==> src/rtl/alu_seq.sv <==
// alu_seq -- execution sequencer wrapped around the 4-bit ALU.
//
// Accepts one micro-op at a time over a valid/ready handshake. It drives the
// ALU operand and control inputs for one cycle (EXEC). On the following edge it
// writes f/crout back into the accumulator, the register file or the carry flag.
// Throughput is one micro-op every two cycles.
//
// Ports:
//   clk, rst_n          clock (rising edge), synchronous active-low reset
//   op_valid/op_ready   micro-op handshake
//   op_code, op_arg     micro-op opcode and immediate / register index
//   done, err           one-cycle write-back pulse; err flags an illegal opcode
//   alu_a/b/s/m/crin    drive to the ALU (all zero while idle)
//   alu_f, alu_crout    result from the ALU
//   acc, carry, zero    accumulator, carry flag, acc == 0
//   mismatch            sticky self-check flag
//
// Optional feature: define ALU_SEQ_CHECK_EN to build an internal reference
// model. The model compares the ALU result against the expected value at every
// write-back. When the macro is undefined, mismatch is tied to 0.
module alu_seq #(
  parameter int NREGS = 4
) (
  input  logic       clk,
  input  logic       rst_n,
  input  logic       op_valid,
  output logic       op_ready,
  input  logic [3:0] op_code,
  input  logic [3:0] op_arg,
  output logic       done,
  output logic       err,
  output logic [3:0] alu_a,
  output logic [3:0] alu_b,
  output logic [3:0] alu_s,
  output logic       alu_m,
  output logic       alu_crin,
  input  logic [3:0] alu_f,
  input  logic       alu_crout,
  output logic [3:0] acc,
  output logic       carry,
  output logic       zero,
  output logic       mismatch
);

  localparam int IW = $clog2(NREGS);

  localparam logic [3:0] OP_NOP = 4'd0;
  localparam logic [3:0] OP_LDI = 4'd1;
  localparam logic [3:0] OP_ADD = 4'd2;
  localparam logic [3:0] OP_ADC = 4'd3;
  localparam logic [3:0] OP_SUB = 4'd4;
  localparam logic [3:0] OP_SBC = 4'd5;
  localparam logic [3:0] OP_NOR = 4'd6;
  localparam logic [3:0] OP_LD  = 4'd7;
  localparam logic [3:0] OP_ST  = 4'd8;
  localparam logic [3:0] OP_INC = 4'd9;

  typedef enum logic {IDLE, EXEC} state_t;

  state_t          state;
  logic [3:0]      code_p0;
  logic [IW-1:0]   ridx_p0;
  logic [3:0]      regs [NREGS];

  logic [3:0]      nxt_a;
  logic [3:0]      nxt_b;
  logic [3:0]      nxt_s;
  logic            nxt_m;
  logic            nxt_crin;
  logic [3:0]      rsel;

  assign op_ready = (state == IDLE);
  assign zero     = (acc == 4'd0);

  // ALU drive for the op being accepted. acc/carry/regs already hold any
  // write-back from the previous op, so registering this at the accept edge
  // equals driving from the latched op at the start of EXEC.
  always_comb begin
    nxt_a    = 4'd0;
    nxt_b    = 4'd0;
    nxt_s    = 4'd0;
    nxt_m    = 1'b0;
    nxt_crin = 1'b0;
    rsel     = regs[op_arg[IW-1:0]];
    case (op_code)
      OP_LDI: nxt_a = op_arg;
      OP_ADD, OP_ADC: begin
        nxt_s    = 4'h9;
        nxt_a    = acc;
        nxt_b    = rsel;
        nxt_crin = (op_code == OP_ADC) ? carry : 1'b0;
      end
      OP_SUB, OP_SBC: begin
        nxt_s    = 4'h6;
        nxt_a    = acc;
        nxt_b    = rsel;
        nxt_crin = (op_code == OP_SBC) ? carry : 1'b1;
      end
      OP_NOR: begin
        nxt_s = 4'h1;
        nxt_m = 1'b1;
        nxt_a = acc;
        nxt_b = rsel;
      end
      OP_LD: begin
        nxt_s = 4'hA;
        nxt_m = 1'b1;
        nxt_b = rsel;
      end
      OP_ST:  nxt_a = acc;
      OP_INC: begin
        nxt_a    = acc;
        nxt_crin = 1'b1;
      end
      default: ;
    endcase
  end

  // Data-side op latch (no reset needed: only read while in EXEC)
  always_ff @(posedge clk) begin
    if (op_valid && op_ready) begin
      code_p0 <= op_code;
      ridx_p0 <= op_arg[IW-1:0];
    end
  end

  always_ff @(posedge clk) begin
    if (!rst_n) begin
      state    <= IDLE;
      acc      <= 4'd0;
      carry    <= 1'b0;
      done     <= 1'b0;
      err      <= 1'b0;
      alu_a    <= 4'd0;
      alu_b    <= 4'd0;
      alu_s    <= 4'd0;
      alu_m    <= 1'b0;
      alu_crin <= 1'b0;
      for (int i = 0; i < NREGS; i++) regs[i] <= 4'd0;
    end else begin
      done <= 1'b0;
      err  <= 1'b0;
      case (state)
        // ---- accept stage: latch op, register ALU drive ----
        IDLE: begin
          if (op_valid) begin
            state    <= EXEC;
            alu_a    <= nxt_a;
            alu_b    <= nxt_b;
            alu_s    <= nxt_s;
            alu_m    <= nxt_m;
            alu_crin <= nxt_crin;
          end
        end
        // ---- write-back stage: consume f/crout, return to idle ----
        EXEC: begin
          state    <= IDLE;
          done     <= 1'b1;
          err      <= (code_p0 > OP_INC);
          alu_a    <= 4'd0;
          alu_b    <= 4'd0;
          alu_s    <= 4'd0;
          alu_m    <= 1'b0;
          alu_crin <= 1'b0;
          case (code_p0)
            OP_LDI, OP_NOR, OP_LD: acc <= alu_f;
            OP_ADD, OP_ADC, OP_SUB, OP_SBC, OP_INC: begin
              acc   <= alu_f;
              carry <= alu_crout;
            end
            OP_ST:   regs[ridx_p0] <= alu_f;
            default: ;
          endcase
        end
        default: state <= IDLE;
      endcase
    end
  end

`ifdef ALU_SEQ_CHECK_EN
  logic [3:0] arg_p0;
  logic [4:0] exp_cf;
  logic       cmp_c;
  logic       chk_hit;

  // Expected {crout, f} of the ALU for one micro-op
  function automatic logic [4:0] ref_alu(input logic [3:0] code,
                                         input logic [3:0] arg,
                                         input logic [3:0] a,
                                         input logic [3:0] b,
                                         input logic       cin);
    logic [4:0] r;
    r = 5'd0;
    case (code)
      OP_LDI:         r = {1'b0, arg};
      OP_ADD:         r = {1'b0, a} + {1'b0, b};
      OP_ADC:         r = {1'b0, a} + {1'b0, b} + {4'd0, cin};
      OP_SUB:         r = {1'b0, a} + {1'b0, ~b} + 5'd1;
      OP_SBC:         r = {1'b0, a} + {1'b0, ~b} + {4'd0, cin};
      OP_NOR:         r = {1'b0, ~(a | b)};
      OP_LD:          r = {1'b0, b};
      OP_ST:          r = {1'b0, a};
      OP_INC:         r = {1'b0, a} + 5'd1;
      default:        r = 5'd0;
    endcase
    return r;
  endfunction

  always_ff @(posedge clk) begin
    if (op_valid && op_ready) arg_p0 <= op_arg;
  end

  // acc, carry and regs are stable throughout EXEC, so the model reads them live
  always_comb begin
    exp_cf  = ref_alu(code_p0, arg_p0, acc, regs[ridx_p0], carry);
    cmp_c   = !((code_p0 == OP_NOR) || (code_p0 == OP_LD) || (code_p0 == OP_ST));
    chk_hit = (state == EXEC) && (code_p0 != OP_NOP) && (code_p0 <= OP_INC) &&
              ((alu_f != exp_cf[3:0]) || (cmp_c && (alu_crout != exp_cf[4])));
  end

  always_ff @(posedge clk) begin
    if (!rst_n)       mismatch <= 1'b0;
    else if (chk_hit) mismatch <= 1'b1;
  end
`else
  assign mismatch = 1'b0;
`endif

endmodule

==> config.mk <==
export PLATFORM = sky130hd
export DESIGN_NAME = alu_seq
export DESIGN_NICKNAME = d
export VERILOG_FILES = /design/src/rtl/alu_seq.sv
export SDC_FILE = /design/constraint.sdc
export NUM_CORES = 1
export LEC_CHECK = 0
export CAP_MARGIN = 20
export CORE_ASPECT_RATIO = 2
export CORE_MARGIN = 2
export CORE_UTILIZATION = 40
export CTS_BUF_LIST = sky130_fd_sc_hd__clkbuf_2
export CTS_CLUSTER_DIAMETER = 100
export DETAILED_ROUTE_END_ITERATION = 10
export GPL_ROUTABILITY_DRIVEN = 0
export GPL_TIMING_DRIVEN = 1
export PLACE_DENSITY_LB_ADDON = 0.15
export SLEW_MARGIN = 25
export SYNTH_ARGS = -nofsm -noshare
export SYNTH_HDL_FRONTEND = slang
export SYNTH_SLANG_ARGS = --single-unit
==> constraint.sdc <==
create_clock -name clk -period 1.5 [get_ports clk]
set_input_delay 0.15 -clock clk [delete_from_list [all_inputs] [get_ports clk]]
set_output_delay 0.15 -clock clk [all_outputs]
set_load 0.05 [all_outputs]
==> results.rst, run 1 <==
.. list-table::
   :header-rows: 1

   * - Metric
     - Value
   * - Outcome
     - finished, violations left
   * - Failing checks
     - negative setup slack
   * - Total of buffers placed on input and output ports
     - 38
   * - Hold-fix buffers at CTS
     - 0
   * - Power Dens Cells
     - between 800 and 900 mW/mm^2
   * - Die Ht
     - 102 um
   * - Category of the worst setup path launch point
     - register
   * - Post-DP HPWL
     - 3.28 mm
   * - Number of antenna violations at the first check in global routing
     - 0
   * - DIE WIDTH
     - around 53 um
   * - Clock tree from TritonCTS
     - done
   * - Final net count
     - 248
   * - Die Footprint
     - between 0.005 and 0.006 sq mm
   * - Accumulated negative setup slack
     - -0.794 ns
   * - Peak VDD IR
     - 0.708 mV
   * - Cell with the biggest individual delay on the critical path
     - sky130_fd_sc_hd__or3_4
   * - Clk sinks
     - 44
   * - Total area of multi-input combinational cells
     - roughly 820 sq um
   * - Diode insertion count for antenna repair
     - 0
   * - Max Slew Vio Count
     - 0
   * - Residual overflow from global routing
     - 0
   * - Required time worst endpoint
     - approximately 1.7 ns
   * - Clock insertion delay at the later pin of the skew report
     - between 0.4 and 0.5 ns
   * - I/O Pins
     - 40
   * - Post-synthesis instance total
     - 161
   * - Crit. End Element
     - register
   * - Yosys Warn Count
     - 0
   * - Number of nets in the synthesized netlist
     - between 150 and 200
   * - Via count
     - 1468
   * - Buffer depth of the longest clock path
     - 2
   * - Fraction of final layout cells with drive strength greater than 1
     - 0.395
   * - CP Cell Sequence
     - or3_4 -> nor4b_4 -> nand2b_4
   * - Non-filler cells, final
     - 288
   * - H-tree levels
     - 2
   * - Placed cell count
     - 277
   * - Top FF cell, synth
     - sky130_fd_sc_hd__edfxtp_1
   * - Fmax
     - 630 MHz
   * - Library cells used by synthesis
     - 37
   * - Classification of the worst setup path
     - reg2reg
   * - Synthesized area divided by synthesized cell count
     - between 10 and 15 sq um
   * - # fillers
     - 395
   * - Part of the cycle the worst path needs
     - 1.06
   * - Post-route core utilization
     - 0.602
   * - Critical path peak fanout
     - 4
   * - Total number of placement rows
     - 35
   * - Clock Skew
     - 0.0220 ns
   * - Final Hold Vio Count
     - 0
   * - Post-CTS clock slew at the launch and capture registers of the worst setup and hold paths
     - roughly 0.23 ns
   * - Shortest clock period the worst path allows after layout
     - between 1.5 and 2 ns
   * - Core region area
     - ~0.0046 sq mm
   * - Flop and latch count out of synthesis
     - 44
   * - DRC violation count after routing
     - 0
   * - Final number of setup-violating endpoints
     - 16
   * - Syn Std Cell Area
     - 0.00192 sq mm
   * - Data arrival time of the critical path
     - 1.76 ns
   * - Root Buffer
     - sky130_fd_sc_hd__clkbuf_2
   * - Unrepaired setup endpoints after global routing
     - yes
   * - Most used cells in the layout excluding fill and tap cells
     - 51 x sky130_fd_sc_hd__buf_4, 22 x sky130_fd_sc_hd__edfxtp_1, 20 x sky130_fd_sc_hd__dfxtp_1
   * - Routed length per placed instance
     - 15.0 um
   * - DRT iter0 DRCs
     - 21
   * - Total clock buffers created by CTS
     - 5
   * - Total power
     - 2.42 mW
   * - Share of the yosys chip area belonging to registers
     - 0.574
   * - CP peak stage delay
     - 0.46 ns
   * - Wire length of the first global-routing pass
     - 7.38 mm
   * - HP Class
     - in2reg
   * - Setup slack of the critical path after layout
     - -0.0864 ns
   * - Number of global-route vias before repair
     - 1567
   * - Most common library cell in the layout ignoring fill and taps
     - sky130_fd_sc_hd__buf_4
   * - Maximum number of pins on one net before global-route repair
     - 16
   * - Pre-Repair DR Iteration Count
     - 4
   * - Total wire length after detailed routing
     - 4.31 mm
   * - Max-cap violation count
     - 0
   * - Layout-stage area growth over the synthesis result
     - 44.1%
   * - All-Layer GR Usage
     - 0.189
   * - Post-Place Worst Slack
     - -0.251 ns
   * - Initial cell density of the core
     - 0.417
   * - Vias per cell
     - 5.10
   * - Sequential cell area in the final layout
     - 0.00111 sq mm
   * - Proportion of register bits with asynchronous set or reset after synthesis
     - 0
   * - Leakage
     - ~1.1 nW
   * - Number of enable flip-flop cells after synthesis
     - 22
   * - Count of antenna-violating nets left after detailed routing
     - 0
## final cells by class
class	instances	share of cell area
Clock buffer	5	0.00905
Clock inverter	3	0.0167
Inverter	7	0.00950
Multi-Input combinational cell	100	0.295
Sequential cell	44	0.401
Tap cell	55	0.0249
Timing Repair Buffer	74	0.244
## final timing paths
check	from	endpoint	slack (ns)	cells past startpoint
setup reg to reg	code_p0[1]$_DFFE_PP_	regs[1][3]$_SDFFCE_PN0P_	-0.09	3
hold reg to reg	alu_crin$_SDFFE_PN0P_	alu_crin$_SDFFE_PN0P_	0.48	2
setup / recovery	code_p0[1]$_DFFE_PP_	regs[1][3]$_SDFFCE_PN0P_	-0.09	3
hold / removal	alu_crout	carry$_SDFFE_PN0P_	0.26	3
## timing repair
item,CTS,global route
buffers inserted,5,1
pin swaps,8,1
gates resized for setup,13,11
gates cloned,0,0
endpoints found under the setup margin,29,34
## flip-flops by register name, indices dropped and copies added (netlist names)
| signal | cells |
|---|---|
| acc | 4 |
| alu_a | 4 |
| alu_b | 4 |
| alu_crin | 1 |
| alu_m | 1 |
| alu_s | 4 |
| carry | 1 |
| code_p0 | 4 |
| done | 1 |
| err | 1 |
| regs | 16 |
| ridx_p0 | 2 |
| state | 1 |
## stage by stage
| stage | area [sq um] | hold slack (ns) |
|---|---|---|
| 2_1_floorplan | 1940 | 0.249 |
| 3_5_place_dp | 2600 | 0.449 |
| 4_1_cts | 2740 | 0.233 |
| 3_3_place_gp | 2600 | 0.438 |
| 6_report | 2770 | 0.260 |
| 5_1_grt | 2770 | 0.256 |
## kinds of logic after synthesis
group,count (synthesis),synth area share
mux,9,0.0730
xor+xnor,1,0.00456
compound gates,26,0.0939
simple gates,63,0.210
buf+inv,17,0.0430
other cells,1,0.00195
flops,44,0.574
## per-layer routing
| metal | wire length, um | vias to the layer above | GRT usage |
|---|---|---|---|
| li1 | - | 722 | - |
| met4 | 129 | 0 | 0.0947 |
| met2 | 2440 | 44 | 0.344 |
| met3 | 205 | 11 | 0.0395 |
| met1 | 1540 | 691 | 0.196 |
| met5 | 0 | - | 0 |
## power by group
group / internal, mW / switching (mW)
sequential: 1.30 / 0.0279
combinational: 0.190 / 0.205
clock: 0.287 / 0.407
## cell usage after synthesis, types with 3 or more instances
cell | number | share of area
sky130_fd_sc_hd__a32oi_1 | 5 | 0.023
sky130_fd_sc_hd__mux2i_1 | 5 | 0.026
sky130_fd_sc_hd__nor2_1 | 4 | 0.0078
sky130_fd_sc_hd__and2_1 | 18 | 0.059
sky130_fd_sc_hd__clkbuf_1 | 4 | 0.0078
sky130_fd_sc_hd__inv_1 | 7 | 0.014
sky130_fd_sc_hd__a22o_1 | 4 | 0.018
sky130_fd_sc_hd__mux4_2 | 4 | 0.047
sky130_fd_sc_hd__nand2b_1 | 4 | 0.013
sky130_fd_sc_hd__edfxtp_1 | 22 | 0.34
sky130_fd_sc_hd__o21ai_0 | 12 | 0.031
sky130_fd_sc_hd__dfxtp_1 | 22 | 0.23
sky130_fd_sc_hd__buf_2 | 3 | 0.0078
sky130_fd_sc_hd__nand2_1 | 18 | 0.035
## worst max-delay path, delay by kind of cell, from the launching register on
kind,cells,cell delay (ns)
and+or+nand+nor,3,0.90
DFF,1,0.45
No activity file was read; power rests on OpenSTA's default activity.
==> inputs of run 2 (changes only) <==
--- a/config.mk
+++ b/config.mk
@@ -15,6 +15,7 @@
 export GPL_ROUTABILITY_DRIVEN = 0
 export GPL_TIMING_DRIVEN = 1
 export PLACE_DENSITY_LB_ADDON = 0.15
+export SETUP_SLACK_MARGIN = 0.1
 export SLEW_MARGIN = 25
 export SYNTH_ARGS = -nofsm -noshare
 export SYNTH_HDL_FRONTEND = slang
==> results.rst, run 2 (same netlist as run 1, synthesis figures left out) <==
.. list-table::
   :header-rows: 1

   * - Metric
     - Value
   * - Outcome
     - finished, violations left
   * - Failing checks
     - negative setup slack
   * - Critical path peak fanout
     - 4
   * - Total clock buffers created by CTS
     - 5
   * - Classification of the worst setup path
     - reg2reg
   * - Final net count
     - 248
   * - Depth of the worst hold-timing path
     - 3
   * - Capture point of the worst path
     - regs[1][2]$_SDFFCE_PN0P_
   * - Max-cap violation count
     - 0
   * - Relative contribution of the clock network to total power
     - 0.224
   * - Fraction of final layout cells with drive strength greater than 1
     - 0.412
   * - Post-DP HPWL
     - 3.50 mm
   * - Leakage
     - between 1 and 1.5 nW
   * - Crit. End Element
     - register
   * - Total number of placement rows
     - 35
   * - Most used cells in the layout excluding fill and tap cells
     - 49 x sky130_fd_sc_hd__buf_4, 22 x sky130_fd_sc_hd__edfxtp_1, 19 x sky130_fd_sc_hd__dfxtp_1
   * - Max Slew Vio Count
     - 0
   * - Peak VDD IR
     - 0.611 mV
   * - # fillers
     - between 400 and 500
   * - Number of antenna violations at the first check in global routing
     - 0
   * - CP Cell Sequence
     - or3_4 -> nor4b_4 -> nand2b_4
   * - Buffer depth of the longest clock path
     - 2
   * - Sw Ratio
     - 0.279
   * - Via count
     - 1471
   * - DIE WIDTH
     - 53.0 um
   * - Cell with the biggest individual delay on the critical path
     - sky130_fd_sc_hd__edfxtp_1
   * - Post-Place Worst Slack
     - -0.245 ns
   * - Register-to-Register Setup Slack
     - -0.09 ns
   * - Destination of the worst register-to-register timing path
     - regs[1][2]$_SDFFCE_PN0P_
   * - Clock Skew
     - 0.0201 ns
   * - Maximum number of pins on one net before global-route repair
     - 18
   * - Shortest clock period the worst path allows after layout
     - 1.59 ns
   * - Part of the cycle the worst path needs
     - 1.06
   * - Clock tree from TritonCTS
     - done
   * - Fmax
     - 628 MHz
   * - H-tree levels
     - 2
   * - Max FFs per register
     - 16
   * - Residual overflow from global routing
     - 0
   * - FF-to-FF Start
     - code_p0[1]$_DFFE_PP_
   * - Required time worst endpoint
     - 1.63 ns
   * - Placed cell count
     - roughly 280
   * - Power Dens Cells
     - 812 mW/mm^2
   * - Pre-Repair DR Iteration Count
     - 4
   * - Net switching power
     - 0.623 mW
   * - Clk sinks
     - between 40 and 50
   * - Unrepaired setup endpoints after global routing
     - yes
   * - Final number of setup-violating endpoints
     - 16
   * - Clock insertion delay at the later pin of the skew report
     - around 0.40 ns
   * - HP Class
     - in2reg
   * - Vias per cell
     - 5.11
   * - Post-CTS clock slew at the launch and capture registers of the worst setup and hold paths
     - 0.23 ns
   * - Wire length of the first global-routing pass
     - 7.42 mm
   * - DRC violation count after routing
     - 0
   * - Diode insertion count for antenna repair
     - 0
   * - Top register by number of flip-flops
     - regs
   * - Worst R2R Path Depth
     - 3
   * - Setup slack of the critical path after layout
     - -0.0914 ns
   * - All-Layer GR Usage
     - 0.190
   * - Sequential cell area in the final layout
     - 0.00111 sq mm
   * - Hold-fix buffers at CTS
     - 0
   * - Data arrival time of the critical path
     - approximately 1.7 ns
   * - Die Footprint
     - roughly 0.0054 sq mm
   * - Die Ht
     - 102 um
   * - Total wire length after detailed routing
     - 4.64 mm
   * - DRT iter0 DRCs
     - 21
   * - Initial cell density of the core
     - 0.417
   * - CP peak stage delay
     - 0.45 ns
   * - I/O Pins
     - 40
   * - Routed length per placed instance
     - 16.1 um
   * - Share of total power in sequential cells
     - 0.596
   * - Most common library cell in the layout ignoring fill and taps
     - sky130_fd_sc_hd__buf_4
   * - Category of the worst setup path launch point
     - register
   * - Core region area
     - roughly 0.0046 sq mm
   * - Total area of multi-input combinational cells
     - 825 sq um
   * - Number of global-route vias before repair
     - 1519
   * - Internal power of the cells
     - 1.61 mW
   * - Count of antenna-violating nets left after detailed routing
     - 0
   * - Combinational group share of total power
     - 0.180
   * - Start point of the critical path
     - code_p0[1]$_DFFE_PP_
   * - Final Hold Vio Count
     - 0
   * - Total of buffers placed on input and output ports
     - 38
   * - Non-filler cells, final
     - 288
   * - Layout-stage area growth over the synthesis result
     - 43.5%
   * - Root Buffer
     - sky130_fd_sc_hd__clkbuf_2
run 2: changes by cell type in the layout (fill, tap and decap cells not counted), moves of 2 or more:
cell                     previous run  this run
sky130_fd_sc_hd__buf_6              2         4
sky130_fd_sc_hd__and2_4             7        10
sky130_fd_sc_hd__buf_4             51        49
sky130_fd_sc_hd__and2_1            11         8
run 2: power groups by stage:
stage	clock, mW	sequential [mW]	combinational, mW
detailed placement	0	1.36	0.381
global placement	0	1.36	0.373
global route	0.581	1.34	0.426
finish	0.501	1.33	0.401
floorplan	0	1.41	0.143
CTS	0.524	1.33	0.392
run 2: metrics by stage:
step                hold WS (ns)  power (mW)  setup TNS, ns  utilization  cell area (sq um)
CTS                        0.284        2.25          -1.33        0.584               2690
global placement           0.441        1.73          -4.09        0.565               2600
global route               0.263        2.35          -3.27        0.599               2750
floorplan                  0.249        1.55         -0.875            -               1940
finish                     0.304        2.23         -0.726        0.599               2750
detailed placement         0.450        1.74          -6.00        0.565               2600
run 2: worst max-delay path: cells and delay by family (launching register included):
| kind | cells | cell delay [ns] |
|---|---|---|
| simple gates | 3 | 0.89 |
| flops | 1 | 0.45 |
run 2: layout make-up:
class / count / share of cell area
clock buffer: 6 / 0.0109
sequential: 44 / 0.403
tap: 55 / 0.0250
inverter: 7 / 0.00954
timing repair buffer: 74 / 0.248
clock inverter: 2 / 0.00409
multi-input combinational: 100 / 0.299
run 2: what timing repair did:
action                     CTS  global route
cloned                       0             0
pin swaps                    7             3
resized for setup           10            19
setup endpoints to repair   33            43
setup buffers                3             1
run 2: how the worst min path moves through the flow:
stage	startpoint	slack [ns]	endpoint
finish	alu_crout	0.30	carry$_SDFFE_PN0P_
global route	alu_crout	0.26	carry$_SDFFE_PN0P_
CTS	alu_crout	0.28	carry$_SDFFE_PN0P_
floorplan	op_code[0]	0.25	code_p0[0]$_DFFE_PP_
detailed placement	alu_m$_SDFFE_PN0P_	0.45	alu_m$_SDFFE_PN0P_
global placement	alu_m$_SDFFE_PN0P_	0.44	alu_m$_SDFFE_PN0P_
run 2: metal layers:
metal,vias to the layer above,GRT usage,share of wire
met2,42,0.362,0.58
met4,0,0.0651,0.023
met3,9,0.0424,0.044
met5,-,0,0
met1,701,0.195,0.36
li1,719,-,-
